**src/rtl/grf_write_arbiter_pkg.sv**
```systemverilog
// Shared types and defaults for the GRF write-port arbiter and its auxiliary FIFO.
package grf_write_arbiter_pkg;
    localparam int DEPTH_DEF    = 2;
    localparam int MAX_WAIT_DEF = 4;
    localparam int AW           = 5;
    localparam int DW           = 32;
    localparam int PCW          = 32;
    localparam logic [AW-1:0] REG_ZERO = 5'd0;

    typedef struct packed {
        logic           live;
        logic [AW-1:0]  addr;
        logic [DW-1:0]  data;
        logic [PCW-1:0] pc;
    } wb_entry_t;
endpackage

```
**src/rtl/grf_write_arbiter_if.sv**
```systemverilog
// Pipeline, auxiliary, GRF and decode-hazard signals of the write arbiter.
interface grf_write_arbiter_if;
    import grf_write_arbiter_pkg::*;

    logic           pipe_we;
    logic [AW-1:0]  pipe_addr;
    logic [DW-1:0]  pipe_data;
    logic [PCW-1:0] pipe_pc;
    logic           aux_valid;
    logic           aux_ready;
    logic [AW-1:0]  aux_addr;
    logic [DW-1:0]  aux_data;
    logic [PCW-1:0] aux_pc;
    logic           grf_we;
    logic [AW-1:0]  grf_addr;
    logic [DW-1:0]  grf_data;
    logic [PCW-1:0] grf_pc;
    logic [AW-1:0]  rd_addr1;
    logic [AW-1:0]  rd_addr2;
    logic           rd1_pending;
    logic           rd2_pending;
    logic           stall;

    modport master (
        output pipe_we, pipe_addr, pipe_data, pipe_pc,
        output aux_valid, aux_addr, aux_data, aux_pc,
        output rd_addr1, rd_addr2,
        input  aux_ready, grf_we, grf_addr, grf_data, grf_pc,
        input  rd1_pending, rd2_pending, stall
    );

    modport slave (
        input  pipe_we, pipe_addr, pipe_data, pipe_pc,
        input  aux_valid, aux_addr, aux_data, aux_pc,
        input  rd_addr1, rd_addr2,
        output aux_ready, grf_we, grf_addr, grf_data, grf_pc,
        output rd1_pending, rd2_pending, stall
    );
endinterface

```
**src/rtl/grf_write_arbiter_wb_fifo.sv**
```systemverilog
// Auxiliary writeback FIFO with per-entry live bits, kill-by-address and address match.
module grf_wb_fifo
    import grf_write_arbiter_pkg::*;
#(
    parameter int DEPTH = DEPTH_DEF,
    localparam int PW   = $clog2(DEPTH),
    localparam int CW   = $clog2(DEPTH + 1)
) (
    input  logic             clk,
    input  logic             reset,
    input  logic             push,
    input  wb_entry_t        push_entry,
    input  logic             pop,
    input  logic             kill,
    input  logic [AW-1:0]    kill_addr,
    input  logic [AW-1:0]    q_addr1,
    input  logic [AW-1:0]    q_addr2,
    output wb_entry_t        head,
    output logic             head_vld,
    output logic [CW-1:0]    count,
    output logic [DEPTH-1:0] match1,
    output logic [DEPTH-1:0] match2
);
    logic [AW-1:0]    addr_q [DEPTH];
    logic [DW-1:0]    data_q [DEPTH];
    logic [PCW-1:0]   pc_q   [DEPTH];
    logic [DEPTH-1:0] live;
    logic [PW-1:0]    wr_ptr, rd_ptr;

    always_ff @(posedge clk or negedge reset) begin
        if (!reset) begin
            wr_ptr <= '0;
            rd_ptr <= '0;
            count  <= '0;
            live   <= '0;
        end else begin
            for (int i = 0; i < DEPTH; i++)
                if (kill && addr_q[i] == kill_addr) live[i] <= 1'b0;
            // pop and push never share a slot: push needs a free slot, pop a filled one
            if (pop) begin
                live[rd_ptr] <= 1'b0;
                rd_ptr       <= rd_ptr + 1'b1;
            end
            if (push) begin
                live[wr_ptr] <= push_entry.live;
                wr_ptr       <= wr_ptr + 1'b1;
            end
            if (push && !pop)      count <= count + 1'b1;
            else if (pop && !push) count <= count - 1'b1;
        end
    end

    always_ff @(posedge clk) begin
        if (push) begin
            addr_q[wr_ptr] <= push_entry.addr;
            data_q[wr_ptr] <= push_entry.data;
            pc_q[wr_ptr]   <= push_entry.pc;
        end
    end

    assign head_vld = (count != '0);
    assign head     = '{live: live[rd_ptr], addr: addr_q[rd_ptr],
                        data: data_q[rd_ptr], pc: pc_q[rd_ptr]};

    always_comb begin
        for (int i = 0; i < DEPTH; i++) begin
            match1[i] = live[i] && (addr_q[i] == q_addr1);
            match2[i] = live[i] && (addr_q[i] == q_addr2);
        end
    end
endmodule

```
**src/rtl/grf_write_arbiter.sv**
```systemverilog
// GRF write-port arbiter: pipeline first, buffered auxiliary results drain into idle cycles.
module grf_write_arbiter
    import grf_write_arbiter_pkg::*;
#(
    parameter int DEPTH    = DEPTH_DEF,
    parameter int MAX_WAIT = MAX_WAIT_DEF
) (
    input logic clk,
    input logic reset,
    grf_write_arbiter_if.slave bus
);
    localparam int CW = $clog2(DEPTH + 1);
    localparam int SW = $clog2(MAX_WAIT + 1);

    wb_entry_t        head, push_entry;
    logic             head_vld, push, pop, pipe_act, head_wr, lose;
    logic [CW-1:0]    count;
    logic [DEPTH-1:0] match1, match2;
    logic [SW-1:0]    wait_cnt;
    logic             stall_q;

    assign pipe_act   = bus.pipe_we && (bus.pipe_addr != REG_ZERO);
    assign bus.aux_ready = (count != CW'(DEPTH));
    assign push       = bus.aux_valid && bus.aux_ready;
    assign push_entry = '{live: (bus.aux_addr != REG_ZERO), addr: bus.aux_addr,
                          data: bus.aux_data, pc: bus.aux_pc};
    assign head_wr    = !pipe_act && head_vld && head.live;
    // dead heads drain even while the pipe owns the port
    assign pop        = head_vld && (!head.live || !pipe_act);
    assign lose       = head_vld && head.live && pipe_act;

    grf_wb_fifo #(.DEPTH(DEPTH)) u_fifo (
        .clk        (clk),
        .reset      (reset),
        .push       (push),
        .push_entry (push_entry),
        .pop        (pop),
        .kill       (pipe_act),
        .kill_addr  (bus.pipe_addr),
        .q_addr1    (bus.rd_addr1),
        .q_addr2    (bus.rd_addr2),
        .head       (head),
        .head_vld   (head_vld),
        .count      (count),
        .match1     (match1),
        .match2     (match2)
    );

    always_comb begin
        bus.grf_we   = 1'b0;
        bus.grf_addr = '0;
        bus.grf_data = '0;
        bus.grf_pc   = '0;
        if (pipe_act) begin
            bus.grf_we   = 1'b1;
            bus.grf_addr = bus.pipe_addr;
            bus.grf_data = bus.pipe_data;
            bus.grf_pc   = bus.pipe_pc;
        end else if (head_wr) begin
            bus.grf_we   = 1'b1;
            bus.grf_addr = head.addr;
            bus.grf_data = head.data;
            bus.grf_pc   = head.pc;
        end
    end

    assign bus.rd1_pending = (|match1) && (bus.rd_addr1 != REG_ZERO);
    assign bus.rd2_pending = (|match2) && (bus.rd_addr2 != REG_ZERO);

    always_ff @(posedge clk or negedge reset) begin
        if (!reset) begin
            wait_cnt <= '0;
            stall_q  <= 1'b0;
        end else begin
            if (pop)                                   wait_cnt <= '0;
            else if (lose && wait_cnt < SW'(MAX_WAIT)) wait_cnt <= wait_cnt + 1'b1;
            if (pop)                                   stall_q <= 1'b0;
            else if (wait_cnt == SW'(MAX_WAIT))        stall_q <= 1'b1;
        end
    end

    assign bus.stall = stall_q;
endmodule
```
**src/flat_wrapper.sv**
```systemverilog
// flat-port wrapper written by rule: the top's interface ports become plain ports
module grf_write_arbiter_flat import grf_write_arbiter_pkg::*;
#(
    parameter int DEPTH    = DEPTH_DEF,
    parameter int MAX_WAIT = MAX_WAIT_DEF
)
  (clk, reset, bus_pipe_we, bus_pipe_addr, bus_pipe_data, bus_pipe_pc, bus_aux_valid, bus_aux_addr, bus_aux_data, bus_aux_pc, bus_rd_addr1, bus_rd_addr2, bus_aux_ready, bus_grf_we, bus_grf_addr, bus_grf_data, bus_grf_pc, bus_rd1_pending, bus_rd2_pending, bus_stall);
  grf_write_arbiter_if bus_i ();
  input logic clk;
  input logic reset;
  input wire logic [$bits(bus_i.pipe_we)-1:0] bus_pipe_we;
  input wire logic [$bits(bus_i.pipe_addr)-1:0] bus_pipe_addr;
  input wire logic [$bits(bus_i.pipe_data)-1:0] bus_pipe_data;
  input wire logic [$bits(bus_i.pipe_pc)-1:0] bus_pipe_pc;
  input wire logic [$bits(bus_i.aux_valid)-1:0] bus_aux_valid;
  input wire logic [$bits(bus_i.aux_addr)-1:0] bus_aux_addr;
  input wire logic [$bits(bus_i.aux_data)-1:0] bus_aux_data;
  input wire logic [$bits(bus_i.aux_pc)-1:0] bus_aux_pc;
  input wire logic [$bits(bus_i.rd_addr1)-1:0] bus_rd_addr1;
  input wire logic [$bits(bus_i.rd_addr2)-1:0] bus_rd_addr2;
  output wire logic [$bits(bus_i.aux_ready)-1:0] bus_aux_ready;
  output wire logic [$bits(bus_i.grf_we)-1:0] bus_grf_we;
  output wire logic [$bits(bus_i.grf_addr)-1:0] bus_grf_addr;
  output wire logic [$bits(bus_i.grf_data)-1:0] bus_grf_data;
  output wire logic [$bits(bus_i.grf_pc)-1:0] bus_grf_pc;
  output wire logic [$bits(bus_i.rd1_pending)-1:0] bus_rd1_pending;
  output wire logic [$bits(bus_i.rd2_pending)-1:0] bus_rd2_pending;
  output wire logic [$bits(bus_i.stall)-1:0] bus_stall;
  assign bus_i.pipe_we = bus_pipe_we;
  assign bus_i.pipe_addr = bus_pipe_addr;
  assign bus_i.pipe_data = bus_pipe_data;
  assign bus_i.pipe_pc = bus_pipe_pc;
  assign bus_i.aux_valid = bus_aux_valid;
  assign bus_i.aux_addr = bus_aux_addr;
  assign bus_i.aux_data = bus_aux_data;
  assign bus_i.aux_pc = bus_aux_pc;
  assign bus_i.rd_addr1 = bus_rd_addr1;
  assign bus_i.rd_addr2 = bus_rd_addr2;
  assign bus_aux_ready = bus_i.aux_ready;
  assign bus_grf_we = bus_i.grf_we;
  assign bus_grf_addr = bus_i.grf_addr;
  assign bus_grf_data = bus_i.grf_data;
  assign bus_grf_pc = bus_i.grf_pc;
  assign bus_rd1_pending = bus_i.rd1_pending;
  assign bus_rd2_pending = bus_i.rd2_pending;
  assign bus_stall = bus_i.stall;
  grf_write_arbiter #(.DEPTH(DEPTH), .MAX_WAIT(MAX_WAIT)) u_core (.clk(clk), .reset(reset), .bus(bus_i));
endmodule
```
**config.mk**
```make
export PLATFORM = sky130hd
export DESIGN_NAME = grf_write_arbiter_flat
export DESIGN_NICKNAME = d
export VERILOG_FILES = /design/src/rtl/grf_write_arbiter_pkg.sv /design/src/rtl/grf_write_arbiter_if.sv /design/src/rtl/grf_write_arbiter_wb_fifo.sv /design/src/rtl/grf_write_arbiter.sv /design/src/flat_wrapper.sv
export SDC_FILE = /design/constraint.sdc
export NUM_CORES = 1
export LEC_CHECK = 0
export BUFFER_PORTS_ARGS = -buffer_cell sky130_fd_sc_hd__buf_4
export CORE_MARGIN = 2
export CORE_UTILIZATION = 46
export CTS_CLUSTER_DIAMETER = 30
export DETAILED_ROUTE_END_ITERATION = 8
export PLACE_DENSITY_LB_ADDON = 0.2
export SYNTH_ARGS = -nofsm -noshare
export SYNTH_HDL_FRONTEND = slang
export SYNTH_SLANG_ARGS = --single-unit
```
**constraint.sdc**
```tcl
create_clock -name clk -period 2.5 [get_ports clk]
set_input_delay 0.5 -clock clk [delete_from_list [all_inputs] [get_ports clk]]
set_output_delay 0.5 -clock clk [all_outputs]
set_load 0.01 [all_outputs]
```
==> flow_summary.json, run 1 <==
{
  "synth_seq_cells": 148,
  "design_area_um2": 10000,
  "leakagePower_nw": 4.11,
  "dieArea_um2": 16300,
  "finalSetupViolCount": 67,
  "cp-start-kind": "primary input",
  "clkSinkCount": 148,
  "busiest_layer": "met2",
  "critPathTopFamily": "compound AO/OA/AOI/OAI gates",
  "yosys_warnings": 0,
  "grt_pass1_vias": 4925,
  "grt_usage": 0.202,
  "final_nets": 879,
  "grt_start_max_net_pins": 73,
  "placed_area_um2": 9050,
  "viasPerCell": 5.26,
  "htree_levels": 4,
  "critPathKind": "primary input to output port",
  "use_met1": 0.247,
  "num_rows": 45,
  "failed_checks": "setup timing",
  "avgSynthCellArea_um2": 14.6,
  "cp_slowest_cell": "or4_4",
  "crit_buf_inv": 3,
  "die_w_um": 128,
  "slew_headroom": 0.676,
  "antenna_left": 0,
  "worstPathRequired_ns": 2.00,
  "critPathMaxStageDelay_ns": 0.58,
  "grt_pass1_wl_um": 25200,
  "crit_path_end_kind": "output port",
  "num_antenna_cells": 0,
  "worst_ep_arrival_time_ns": 2.13,
  "fillCellCount": 1113,
  "num_vias": 4863,
  "start_util": 0.466,
  "cp_cell_sequence": "buf_6 > or4_4 > o21a_4 > clkbuf_16 > o31ai_2 > buf_4",
  "drtIter0Drc": 186,
  "powerDensity_nw_per_um2": 972,
  "crit_path_max_fanout": 10,
  "dp_hpwl_um": 11300,
  "core-area_um2": 15100,
  "clockRootBuffer": "clkbuf_16",
  "max_freq_ghz": 0.381,
  "wl_um": 17200,
  "power_w": 0.00976,
  "portBuffers": 225,
  "cts_tree": "built",
  "drc": 0,
  "cts_buffers": 17,
  "synth_cells": 481,
  "post_drt_wl_per_cell_um": 18.6,
  "dr.pass1.iters": 4,
  "yosysUniqueCellTypes": 28,
  "rsz0062_at_grt": "true",
  "die_h_um": 128,
  "ir_worst_vdd_v": 0.000678,
  "antenna_found_initial": 0,
  "drive_gt1_frac": 0.497,
  "whs_ns": 0.262,
  "setup_ws_ns": -0.127,
  "gp_congestion": 0.860,
  "hold_viol_final": 0,
  "ioPinCount": 226,
  "period_needed_ns": 2.63,
  "clk_pin_slew_ns": 0.06,
  "globalRouteOverflowTotal": 0,
  "finalClockSkew_ns": 0.00917,
  "maxCapViolations": 0,
  "min_period_over_period": 1.05,
  "met3_usage": 0.0505,
  "clkLatencyLatePin_ns": 0.42,
  "hold_path.class": "primary input to flop",
  "slew_viol_final": 0,
  "syn_nets": 636,
  "worst_slew_pin_slew_ns": 0.487,
  "grtUsageMet2": 0.350,
  "status": "finished with violations",
  "clk_path_buf_depth": 2,
  "syn2layout_area_growth_pct": 42.8,
  "seq_area_frac_synth": 0.625,
  "synth.cell_area_um2": 7040
}
==> routing by layer <==
layer / wire length [um] / up-vias / part of all wire
met5: 0 / - / 0
met4: 212 / 0 / 0.012
met3: 892 / 18 / 0.052
met2: 9000 / 148 / 0.52
met1: 7080 / 2375 / 0.41
li1: - / 2322 / -
==> Yosys cell counts (all sizes together) <==
cell / number / area, um^2
nand4: 2 / 12.5
nor2: 11 / 41.3
nor4: 4 / 25.0
or2: 2 / 12.5
o21ai: 1 / 5.00
edfxtp: 138 / 4140
mux2i: 69 / 691
clkbuf: 14 / 52.6
ha: 3 / 37.5
mux2: 1 / 11.3
o211ai: 1 / 7.51
buf: 16 / 130
nor3: 3 / 15.0
nand2b: 2 / 12.5
a21oi: 6 / 41.3
or4: 4 / 30.0
xnor2: 10 / 87.6
o21a: 1 / 7.51
nand3: 6 / 30.0
xor2: 25 / 219
a41o: 2 / 20.0
o31ai: 69 / 848
inv: 6 / 22.5
dfrtp: 10 / 250
nand2: 75 / 282
==> placed cells by master, fill, tap and decap left out, drive strengths merged <==
cell type	n
nand2	75
a41o	2
mux2	1
clkbuf	22
xor2	25
dlygate4sd3	1
o21ai	1
bufinv	1
dfrtp	10
clkinvlp	6
o211ai	1
or2	2
edfxtp	138
o31ai	69
buf	247
clkinv	6
inv	7
nor4	4
or4	4
nand2b	2
nor3	3
ha	3
a21oi	6
xnor2	10
nor2	11
nand4	2
mux2i	69
nand3	6
o21a	3
==> area by class of cell <==
cell class                 count  area, um^2  area share
timing repair buffer         252        2150       0.214
multi-input combinational    299        2670       0.266
inverter                       6        30.0     0.00299
clock buffer                  18         429      0.0427
sequential                   148        4400       0.438
clock inverter                14         130      0.0129
tap                          188         235      0.0234
==> worst register-to-register path, stage by stage, from the launching register on <==
cell and delay, ns:
dfrtp_1 0.42, nand2b_1 0.20, nand2_1 0.12, or2_2 0.34, clkinvlp_4 0.12, buf_12 0.22
==> sequential cells by signal, indices dropped and copies added, names as in the netlist <==
signal                flops
u_core.u_fifo.addr_q     10
u_core.u_fifo.wr_ptr      1
u_core.u_fifo.data_q     64
u_core.u_fifo.rd_ptr      1
u_core.u_fifo.count       2
u_core.u_fifo.live        2
u_core.u_fifo.pc_q       64
u_core.wait_cnt           3
u_core.bus.stall          1
==> report_power, final <==
group	switching, W	leakage [nW]	internal (W)
clock network	0.00100	0.265	0.00138
registers	0.000235	1.41	0.00339
logic	0.00215	2.44	0.00162
==> repair_timing <==
action / in CTS / in global routing
pin swaps: 8 / 1
hold buffers: 1 / 0
hold endpoints to repair: 10 / 0
setup buffers: 1 / 0
endpoints found under the setup margin: 68 / 68
cloned: 2 / 5
resized for setup: 24 / 23
==> stage by stage <==
| stage | setup WS, ns | util | TNS, ns | instances |
|---|---|---|---|---|
| CTS | -0.0961 | 0.648 | -3.92 | 920 |
| floorplan | 0.165 | - | 0 | 481 |
| finish | -0.127 | 0.666 | -4.21 | 925 |
| global route | -0.135 | 0.666 | -6.50 | 925 |
| detailed placement | -0.134 | 0.600 | -6.65 | 884 |
| global placement | -0.0882 | 0.600 | -2.95 | 884 |
==> cell families (layout without fill, tap and decap cells) <==
kind of cell | Yosys count | count (layout) | synth area share
adder cells (fa/ha/maj) | 3 | 3 | 0.00534
multiplexers | 70 | 70 | 0.0998
AO/OA/AOI/OAI | 80 | 82 | 0.132
flip-flops | 148 | 148 | 0.625
AND/OR/NAND/NOR | 109 | 109 | 0.0654
buffers and inverters | 36 | 290 | 0.0292
XOR/XNOR | 35 | 35 | 0.0436
==> final timing paths <==
path                                         from  cells past startpoint                     endpoint  slack, ns
min                                 bus_aux_pc[2]                      1     u_core.u_fifo.pc_q[0][2]       0.26
max in group asynchronous                   reset                      2         u_core.u_fifo.rd_ptr       1.88
min in group asynchronous                   reset                      2         u_core.u_fifo.wr_ptr       0.45
max                              bus_pipe_addr[1]                      6             bus_grf_data[31]      -0.13
min reg2reg                      u_core.bus.stall                      2             u_core.bus.stall       0.52
max reg2reg                u_core.u_fifo.count[0]                      5  u_core.u_fifo.data_q[0][11]       0.74
Note: power is estimated with default switching activity, not from simulation.
==> run 2, diff against run 1 <==
--- a/config.mk
+++ b/config.mk
@@ -5,12 +5,14 @@
 export SDC_FILE = /design/constraint.sdc
 export NUM_CORES = 1
 export LEC_CHECK = 0
+export ABC_AREA = 1
 export BUFFER_PORTS_ARGS = -buffer_cell sky130_fd_sc_hd__buf_4
 export CORE_MARGIN = 2
 export CORE_UTILIZATION = 46
 export CTS_CLUSTER_DIAMETER = 30
 export DETAILED_ROUTE_END_ITERATION = 8
 export PLACE_DENSITY_LB_ADDON = 0.2
+export SKIP_LAST_GASP = 1
 export SYNTH_ARGS = -nofsm -noshare
 export SYNTH_HDL_FRONTEND = slang
 export SYNTH_SLANG_ARGS = --single-unit
==> run 2 against run 1 <==
Against the previous run:
- the flow now finishes without violations
- hold slack better by 0.0040 ns
- power decreased by 1.4%
- sequential cell count unchanged
- critical endpoint is now bus_grf_pc[2]
- non-clock buffer count decreased by 4
- cell area is 4.2% lower
- die area fell by 2.7%
- clock-buffer cell count unchanged
- sequential share of layout area rose by 1.9 points
==> flow_summary.json, run 2 <==
{
  "wl_met1_um": 7410,
  "synth_common_cells": "nand2_1 (177), edfxtp_1 (138), or2_2 (65), o211ai_1 (56), nor2_1 (32)",
  "drive_gt1_frac": 0.418,
  "wl_um": 17800,
  "crit_path_max_fanout": 14,
  "clkLatencyLatePin_ns": 0.42,
  "grt_pass1_wl_um": 27100,
  "placed_area_um2": 8790,
  "regToRegSetupSlack_ns": 0.56,
  "synth_top_area_cell": "edfxtp_1",
  "synthAdderAreaFrac": 0.00549,
  "min_from": "bus_aux_pc[21]",
  "synth-async-reset-ratio": 0.0676,
  "crit_path_end_kind": "output port",
  "period_needed_ns": 2.43,
  "hold_path.class": "primary input to flop",
  "final_nets": 1009,
  "drtIter0Drc": 318,
  "num_vias": 5372,
  "synth_compound_area_frac": 0.0968,
  "critPathKind": "flop to output port",
  "dp_hpwl_um": 12000,
  "drc": 0,
  "num_antenna_cells": 0,
  "mostFrequentLayoutCells": "buf_4 (231), nand2_1 (175), edfxtp_1 (138), or2_2 (65), o211ai_1 (56)",
  "yosysUniqueCellTypes": 31,
  "clkSinkCount": 148,
  "synth.area.top_cells": "edfxtp_1 (61%), nand2_1 (9.7%), o211ai_1 (6.1%), or2_2 (5.9%), dfrtp_1 (3.7%)",
  "synth_top_family_by_area": "simple AND/OR/NAND/NOR gates",
  "routed-wl-met3_um": 1170,
  "whs_ns": 0.265,
  "yosys.area_share.simple": 0.196,
  "worstPathRequired_ns": 2.00,
  "critPathLaunch": "u_core.u_fifo.rd_ptr",
  "viasPerCell": 5.11,
  "hold_viol_final": 0,
  "top_layer": "met4",
  "layout_commonest_cell": "buf_4",
  "grt_start_max_net_pins": 66,
  "design_area_um2": 9620,
  "avgSynthCellArea_um2": 11.1,
  "antenna_left": 0,
  "slew_viol_final": 0,
  "top_regs": "u_core.u_fifo.data_q x64, u_core.u_fifo.pc_q x64, u_core.u_fifo.addr_q x10",
  "r2r_cells": 5,
  "grt_pass1_vias": 5408,
  "start_util": 0.470,
  "synth.cell_area_um2": 6840,
  "die_h_um": 126,
  "powerDensity_nw_per_um2": 1000,
  "htree_levels": 4,
  "finalSetupViolCount": 0,
  "min_period_over_period": 0.974,
  "clk_path_buf_depth": 2,
  "synth_cells": 616,
  "yosys.area_share.xor_xnor": 0.0179,
  "fin_cells": 1051,
  "worst_slew_pin_slew_ns": 0.486,
  "seq_area_frac_synth": 0.643,
  "globalRouteOverflowTotal": 0,
  "post_drt_wl_per_cell_um": 17.0,
  "portBuffers": 225,
  "cp-start-kind": "flop",
  "syn2layout_area_growth_pct": 40.7,
  "synth_seq_cells": 148,
  "gp_congestion": 0.876,
  "cts_tree": "built",
  "leakagePower_nw": 4.19,
  "dieArea_um2": 15900,
  "max_freq_ghz": 0.411,
  "syn_nets": 771,
  "antenna_found_initial": 0,
  "yosys_warnings": 0,
  "dr.pass1.iters": 7,
  "worst_ep_arrival_time_ns": 1.93,
  "finalClockSkew_ns": 0.00858,
  "status": "finished, final reports clean",
  "setup_tns_ns": 0,
  "clockRootBuffer": "clkbuf_16",
  "r2r-start": "u_core.u_fifo.count[0]",
  "maxCapViolations": 0,
  "synthDominantCellAreaShare": 0.606,
  "core-area_um2": 14500,
  "synthFlopType": "edfxtp_1",
  "ir_worst_vdd_v": 0.000581,
  "grt_usage": 0.218,
  "num_rows": 44,
  "synth_mux_area_frac": 0,
  "clk_pin_slew_ns": 0.06,
  "die_w_um": 126,
  "ioPinCount": 226,
  "synth_edf_count": 138,
  "place_inst": 1009,
  "hold_path_depth": 1,
  "met2_length_um": 9030,
  "yosysMostFrequentCell": "nand2_1",
  "cts_buffers": 17,
  "slew_headroom": 0.673
}
-- run 2: cell types whose count changed in the layout (fill, tap and decap cells not counted), moves of 7 or more --
cell / delta
nand2_1: +105
mux2i_1: -69
or2_2: +63
o211ai_1: +55
o31ai_2: -51
inv_1: +24
nor2_1: +20
o31ai_4: -17
xor2_1: -15
o21ai_0: +11
buf_6: -9
o211ai_2: +8
o22ai_1: +7
-- run 2: path summary, 6_finish.rpt --
kind                                             end
setup reg to reg            u_core.u_fifo.pc_q[0][1]
hold reg to reg                     u_core.bus.stall
max in group asynchronous       u_core.u_fifo.rd_ptr
min in group asynchronous           u_core.bus.stall
hold / removal             u_core.u_fifo.pc_q[0][21]
setup / recovery                       bus_grf_pc[2]
-- run 2: layer usage --
| layer | global-route usage | vias to the layer above |
|---|---|---|
| li1 | - | 2603 |
| met1 | 0.268 | 2562 |
| met2 | 0.379 | 186 |
| met3 | 0.0624 | 21 |
| met4 | 0.0595 | 0 |
| met5 | 0 | - |
-- run 2: cell type report --
cell class | count | area, um^2
Multi-Input combinational cell | 406 | 2180
Timing Repair Buffer | 248 | 2070
Clock inverter | 14 | 181
Sequential cell | 148 | 4400
Tap cell | 184 | 230
Fill cell | 1137 | 4910
Clock buffer | 18 | 429
Inverter | 33 | 134
-- run 2: timing repair --
action	in CTS	in global routing
setup buffers	0	4
hold endpoints to repair	10	0
gates resized for setup	2	8
endpoints found under the setup margin	55	65
pin swaps	0	5
hold buffers	1	0
gates cloned	0	5
-- run 2: critical path, cell delays in order, from the launching register on --
cell and delay (ns):
dfrtp_2 0.45, inv_2 0.08, nand2_2 0.05, nand2_2 0.10
nand2_4 0.08, nor2_8 0.12, buf_12 0.15, clkbuf_16 0.17
o211ai_1 0.11, nand2_1 0.09, buf_4 0.11
-- run 2: where the power goes --
group          switching [W]  leakage, nW  internal, W
Clock               0.000967        0.301      0.00166
Sequential          0.000230         1.41      0.00338
Combinational        0.00188         2.48      0.00151
Total                0.00307         4.19      0.00655
-- run 2: cell families after synthesis --
family | Yosys count
and+or+nand+nor | 299
DFF | 148
buffers and inverters | 62
xor gates and xnor gates | 14
adders and majority gates | 3
AOI/OAI and AO/OA | 90
-- run 2: through the flow --
stage	utilization	setup WS [ns]	total power, W
6_report	0.662	0.0660	0.00963
5_1_grt	0.662	-0.0185	0.0102
4_1_cts	0.648	0.00405	0.00940
3_5_place_dp	0.605	0.162	0.00676
3_3_place_gp	0.605	0.240	0.00667
2_1_floorplan	-	0.288	0.00543
